[src/rtl/jtframe_i2s_tx_if.sv]
// Sample/strobe side and I2S pin side of the NeptUno audio output stage.
// The DUT uses the slave modport; the game/bench side uses master.
interface jtframe_i2s_tx_if;
  logic [15:0] snd_left;
  logic [15:0] snd_right;
  logic        sample_stb;
  logic        frame_req;
  logic        MCLK;
  logic        SCLK;
  logic        LRCLK;
  logic        SDIN;

  modport master (
    output snd_left, snd_right, sample_stb,
    input  frame_req, MCLK, SCLK, LRCLK, SDIN
  );

  modport slave (
    input  snd_left, snd_right, sample_stb,
    output frame_req, MCLK, SCLK, LRCLK, SDIN
  );
endinterface

[src/rtl/jtframe_i2s_tx.sv]
// Philips I2S transmitter: 16-bit stereo samples in, MCLK/SCLK/LRCLK/SDIN out.
// Define JTFRAME_I2S_MONO_EN to send the L/R average on both channels.
module jtframe_i2s_tx #(
  parameter logic SIGNED_SND = 1'b0,
  parameter int   MCLK_HALF  = 1,
  parameter int   SCLK_HALF  = 4
) (
  input  logic              clk_sys,
  input  logic              rst_n,
  jtframe_i2s_tx_if.slave   bus
);
  localparam int MW = (MCLK_HALF > 1) ? $clog2(MCLK_HALF) : 1;
  localparam int SW = (SCLK_HALF > 1) ? $clog2(SCLK_HALF) : 1;
  localparam logic [MW-1:0] MCLK_TOP = MW'(MCLK_HALF - 1);
  localparam logic [SW-1:0] SCLK_TOP = SW'(SCLK_HALF - 1);

  logic [MW-1:0]      r_mclk_cnt;
  logic               r_mclk;
  logic [SW-1:0]      r_sclk_cnt;
  logic               r_sclk;
  logic [5:0]         r_bit_cnt;
  logic               r_lrclk;
  logic               r_sdin;
  logic               r_frame_req;
  logic signed [15:0] r_hold_l;
  logic signed [15:0] r_hold_r;
  logic signed [15:0] r_word_l;
  logic signed [15:0] r_word_r;

  logic               w_sclk_tick;
  logic [5:0]         w_bit_nxt;
  logic [4:0]         w_half;
  logic [3:0]         w_idx;
  logic signed [15:0] w_word;
  logic               w_sdin_nxt;

  function automatic logic signed [15:0] sign_fix(input logic [15:0] s);
    sign_fix = SIGNED_SND ? s : {~s[15], s[14:0]};
  endfunction

`ifdef JTFRAME_I2S_MONO_EN
  logic signed [15:0] w_mono;

  // Sum in 17 bits so the average never overflows; dropping the LSB is >>> 1.
  function automatic logic signed [15:0] mono_avg(input logic signed [15:0] a,
                                                  input logic signed [15:0] b);
    logic signed [16:0] sum;
    sum      = {a[15], a} + {b[15], b};
    mono_avg = sum[16:1];
  endfunction

  assign w_mono = mono_avg(r_hold_l, r_hold_r);
`endif

  assign w_sclk_tick = (r_sclk_cnt == SCLK_TOP);
  assign w_bit_nxt   = r_bit_cnt + 6'd1;
  assign w_half      = w_bit_nxt[4:0];
  assign w_idx       = 4'(5'd16 - w_half);
  assign w_word      = w_bit_nxt[5] ? r_word_r : r_word_l;

  // Philips framing: half-slot 0 is the one-bit delay, 1..16 carry MSB..LSB.
  always_comb begin
    w_sdin_nxt = 1'b0;
    if (w_half >= 5'd1 && w_half <= 5'd16)
      w_sdin_nxt = w_word[w_idx];
  end

  always_ff @(posedge clk_sys or negedge rst_n) begin
    if (!rst_n) begin
      r_mclk_cnt <= '0;
      r_mclk     <= 1'b0;
    end else if (r_mclk_cnt == MCLK_TOP) begin
      r_mclk_cnt <= '0;
      r_mclk     <= ~r_mclk;
    end else begin
      r_mclk_cnt <= r_mclk_cnt + MW'(1);
    end
  end

  // Everything framed advances on the SCLK falling toggle.
  always_ff @(posedge clk_sys or negedge rst_n) begin
    if (!rst_n) begin
      r_sclk_cnt  <= '0;
      r_sclk      <= 1'b0;
      r_bit_cnt   <= 6'd63;
      r_lrclk     <= 1'b0;
      r_sdin      <= 1'b0;
      r_frame_req <= 1'b0;
    end else begin
      r_frame_req <= 1'b0;
      if (w_sclk_tick) begin
        r_sclk_cnt <= '0;
        r_sclk     <= ~r_sclk;
        if (r_sclk) begin
          r_bit_cnt   <= w_bit_nxt;
          r_lrclk     <= w_bit_nxt[5];
          r_sdin      <= w_sdin_nxt;
          r_frame_req <= (w_bit_nxt == 6'd0);
        end
      end else begin
        r_sclk_cnt <= r_sclk_cnt + SW'(1);
      end
    end
  end

  always_ff @(posedge clk_sys or negedge rst_n) begin
    if (!rst_n) begin
      r_hold_l <= '0;
      r_hold_r <= '0;
    end else if (bus.sample_stb) begin
      r_hold_l <= sign_fix(bus.snd_left);
      r_hold_r <= sign_fix(bus.snd_right);
    end
  end

  // Load one cycle after the wrap, so a strobe seen during frame_req
  // lands in the holding registers too late for this frame.
  always_ff @(posedge clk_sys or negedge rst_n) begin
    if (!rst_n) begin
      r_word_l <= '0;
      r_word_r <= '0;
    end else if (r_frame_req) begin
`ifdef JTFRAME_I2S_MONO_EN
      r_word_l <= w_mono;
      r_word_r <= w_mono;
`else
      r_word_l <= r_hold_l;
      r_word_r <= r_hold_r;
`endif
    end
  end

  assign bus.MCLK      = r_mclk;
  assign bus.SCLK      = r_sclk;
  assign bus.LRCLK     = r_lrclk;
  assign bus.SDIN      = r_sdin;
  assign bus.frame_req = r_frame_req;
endmodule

[src/flat_wrapper.sv]
// flat-port wrapper written by rule: the top's interface ports become plain ports
module jtframe_i2s_tx_flat 
#(
  parameter logic SIGNED_SND = 1'b0,
  parameter int   MCLK_HALF  = 1,
  parameter int   SCLK_HALF  = 4
)
  (clk_sys, rst_n, bus_snd_left, bus_snd_right, bus_sample_stb, bus_frame_req, bus_MCLK, bus_SCLK, bus_LRCLK, bus_SDIN);
  jtframe_i2s_tx_if bus_i ();
  input  logic clk_sys;
  input  logic rst_n;
  input wire logic [$bits(bus_i.snd_left)-1:0] bus_snd_left;
  input wire logic [$bits(bus_i.snd_right)-1:0] bus_snd_right;
  input wire logic [$bits(bus_i.sample_stb)-1:0] bus_sample_stb;
  output wire logic [$bits(bus_i.frame_req)-1:0] bus_frame_req;
  output wire logic [$bits(bus_i.MCLK)-1:0] bus_MCLK;
  output wire logic [$bits(bus_i.SCLK)-1:0] bus_SCLK;
  output wire logic [$bits(bus_i.LRCLK)-1:0] bus_LRCLK;
  output wire logic [$bits(bus_i.SDIN)-1:0] bus_SDIN;
  assign bus_i.snd_left = bus_snd_left;
  assign bus_i.snd_right = bus_snd_right;
  assign bus_i.sample_stb = bus_sample_stb;
  assign bus_frame_req = bus_i.frame_req;
  assign bus_MCLK = bus_i.MCLK;
  assign bus_SCLK = bus_i.SCLK;
  assign bus_LRCLK = bus_i.LRCLK;
  assign bus_SDIN = bus_i.SDIN;
  jtframe_i2s_tx #(.SIGNED_SND(SIGNED_SND), .MCLK_HALF(MCLK_HALF), .SCLK_HALF(SCLK_HALF)) u_core (.clk_sys(clk_sys), .rst_n(rst_n), .bus(bus_i));
endmodule
[config.mk]
export PLATFORM = sky130hd
export DESIGN_NAME = jtframe_i2s_tx_flat
export DESIGN_NICKNAME = d
export VERILOG_FILES = /design/src/rtl/jtframe_i2s_tx_if.sv /design/src/rtl/jtframe_i2s_tx.sv /design/src/flat_wrapper.sv
export SDC_FILE = /design/constraint.sdc
export NUM_CORES = 1
export LEC_CHECK = 0
export ABC_AREA = 1
export CAP_MARGIN = 25
export CORE_ASPECT_RATIO = 0.75
export CORE_MARGIN = 8
export CORE_UTILIZATION = 38
export DETAILED_ROUTE_END_ITERATION = 8
export GPL_TIMING_DRIVEN = 0
export SETUP_SLACK_MARGIN = 0.5
export SKIP_CTS_REPAIR_TIMING = 1
export SLEW_MARGIN = 15
export SYNTH_ARGS = -nofsm -noshare
export SYNTH_HDL_FRONTEND = slang
export SYNTH_SLANG_ARGS = --single-unit
[constraint.sdc]
create_clock -name clk_sys -period 2.2 [get_ports clk_sys]
set_clock_uncertainty 0.15 [all_clocks]
set_input_delay 0.44 -clock clk_sys [delete_from_list [all_inputs] [get_ports clk_sys]]
set_output_delay 0.44 -clock clk_sys [all_outputs]
set_load 0.1 [all_outputs]
==> flow_summary.json <==
{
  "grt_pass1_vias": 2619,
  "synth_cells": 378,
  "synthArstFlopShare_pct": 100,
  "final_util_pct": 51.8,
  "ir_drop_mv": 0.451,
  "synth_top_cell_by_area": "dfrtp_1",
  "crit_slowest_cell": "dlymetal6s2s_1",
  "drc": 0,
  "worstPathArrival_ps": 1500,
  "drive_above_1_share_pct": 16.5,
  "antenna_cells": 0,
  "power_mw": 3.37,
  "synthFlopType": "dfrtp_1",
  "cp.required_ps": 1610,
  "synth_top_area_share_pct": 52.9,
  "first_iter_violations": 149,
  "netlist_top_cells_area": "dfrtp_1, nand2_1, dfstp_2, o21ai_0, inv_1",
  "setup_viol": 0,
  "cts_buffers": 9,
  "ys_warn_count": 0,
  "core_um2": 8530,
  "die_y_um": 97.4,
  "area_delta_synth_final_pct": 31.3,
  "tns_ps": 0,
  "yosysUniqueCellTypes": 30,
  "clk_pin_slew_ps": 60,
  "grt-ovfl-total": 0,
  "startpoint_type": "flip-flop",
  "yosysSeqAreaShare_pct": 57.6,
  "wl_per_cell_um": 13.3,
  "dpl.hpwl_um": 5220,
  "numPortBuffers": 38,
  "fmax_mhz": 479,
  "htree_levels": 3,
  "worst_pin_slew_ps": 973,
  "hold_viol_final": 0,
  "synth_nets": 416,
  "ys_ff_latch": 77,
  "leakage_nw": 2.09,
  "drv_cap": 0,
  "fin_crit_sh_pct": 94.9,
  "p_sw_share_pct": 20.9,
  "grt_pass1_wl_um": 12500,
  "fin_area_um2": 4410,
  "cp_max_fo": 3,
  "fin_nets": 475,
  "grt_use_total_pct": 12.5,
  "switchingPower_uw": 703,
  "end_kind": "primary output",
  "die_area_um2": 12100,
  "initial_utilization_pct": 39.4,
  "crit_family": "buffers and inverters",
  "hold_path.class": "flip-flop to flip-flop",
  "gp_congestion": 0.842,
  "viasPerCell": 4.70,
  "ios": 40,
  "avgSynthCellArea_um2": 8.89,
  "cts_tree": "done",
  "clk_latency_ps": 340,
  "synth_edf_count": 0,
  "p_seq_share_pct": 44.2,
  "netlist_area_um2": 3360,
  "wl_um": 7310,
  "p_per_area_nw_per_um2": 763,
  "slew_violations": 0,
  "placed_cells": 525,
  "layout_min_cycle_time_ps": 2090,
  "fin_cells": 550,
  "criticalPathCategory": "flip-flop to primary output",
  "grt_start_max_net_pins": 53,
  "pwr-share-clk_pct": 50.7,
  "cpPeakStageDelay_ps": 750,
  "preCtsSetupSlack_ps": 72.2,
  "slew_headroom_pct": 35.0,
  "cts.sinks": 77,
  "ant_nets": 0,
  "status": "completed",
  "antenna_found_initial": 0,
  "vias": 2587,
  "cts_root_buf": "clkbuf_16",
  "rsz0062_at_grt": "true",
  "dr.pass1.iters": 5,
  "p_int_mw": 2.66,
  "die_x_um": 125,
  "timing.hold.ws_ps": 263,
  "rows": 29,
  "placed_cell_area_um2": 3930,
  "pwr-share-comb_pct": 5.1,
  "clockBufferDepth": 2,
  "path_cells": "dlymetal6s2s_1",
  "worst_slack_ps": 112,
  "path_buf_inv": 1
}
[placed cells by master (no fill, tap or decap), types with 2 or more instances in the layout]
master and count:
clkdlybuf4s50_1 32, mux2_2 8, clkinvlp_4 2, nor2_1 28
a21oi_1 24, nand2_4 3, nor2_4 2, dfstp_2 6
nand3_4 2, bufinv_16 3, clkbuf_2 3, xor2_1 4
nand2_1 105, buf_6 2, nor2_2 2, dfrtp_1 69
buf_4 7, clkbuf_4 4, o21ai_1 4, o21ai_0 30
inv_1 36, clkbuf_16 10, inv_2 3, nand3_1 20
clkbuf_1 9, ha_1 2
[power groups by stage]
stage	clock network (mW)	registers [mW]	logic, mW
finish	1.71	1.49	0.173
global route	1.81	1.49	0.199
CTS	1.74	1.49	0.178
detailed placement	0	1.51	0.177
global placement	0	1.51	0.167
floorplan	0	1.51	0.0639
[cell usage after synthesis, types with 2 or more instances]
master and number:
a21oi_1 24, buf_1 3, clkbuf_1 10, dfrtp_1 71, dfstp_2 6, ha_1 3, inv_1 37, inv_2 3
mux2_2 8, nand2_1 107, nand3_1 20, nand3_2 2, nor2_1 31, o21ai_0 31, o21ai_1 4, xor2_1 4
[worst paths after layout]
| kind | slack [ps] | cells past startpoint | end | startpoint |
|---|---|---|---|---|
| min in group asynchronous | 410 | 2 | u_core.bus.MCLK$_DFF_PN0_ | rst_n |
| min | 260 | 1 | u_core.bus.MCLK$_DFF_PN0_ | u_core.bus.MCLK$_DFF_PN0_ |
| max reg2reg | 160 | 10 | u_core.bus.SDIN$_DFFE_PN0P_ | u_core.r_bit_cnt[0]$_DFFE_PN1P_ |
| max | 110 | 1 | bus_frame_req | u_core.bus.frame_req$_DFF_PN0_ |
| min reg2reg | 260 | 1 | u_core.bus.MCLK$_DFF_PN0_ | u_core.bus.MCLK$_DFF_PN0_ |
| max in group asynchronous | 900 | 3 | u_core.r_bit_cnt[0]$_DFFE_PN1P_ | rst_n |
[state kept, by name, indices dropped and copies added, names as in the netlist]
name                  flops
u_core.bus.MCLK           1
u_core.bus.LRCLK          1
u_core.bus.frame_req      1
u_core.bus.SCLK           1
u_core.r_bit_cnt          6
u_core.r_word_l          16
u_core.r_sclk_cnt         2
u_core.r_word_r          16
u_core.r_hold_l          16
u_core.bus.SDIN           1
u_core.r_hold_r          16
[kinds of logic after synthesis]
kind of cell	share of synthesized area, %
simple gates	20.9
flops	57.6
compound gates	10.1
buf+inv	6.63
mux	2.68
xor+xnor	1.04
fa+ha+maj	1.12
[layout make-up]
| class | instances | area, um^2 |
|---|---|---|
| fill | 775 | 4110 |
| sequential | 77 | 1940 |
| multi-input combinational | 245 | 1270 |
| timing repair buffer | 48 | 489 |
| clock buffer | 9 | 225 |
| inverter | 40 | 153 |
| tap | 108 | 135 |
| clock inverter | 7 | 123 |
| buffer | 16 | 83.8 |
[routing by layer]
metal	global-route usage, %	wire [um]	vias to the layer above
met3	4.63	333	10
met5	0	0	-
li1	-	-	1311
met2	18.1	3170	42
met1	16.6	3700	1224
met4	4.71	106	0
Note: power is estimated with default switching activity, not from simulation.
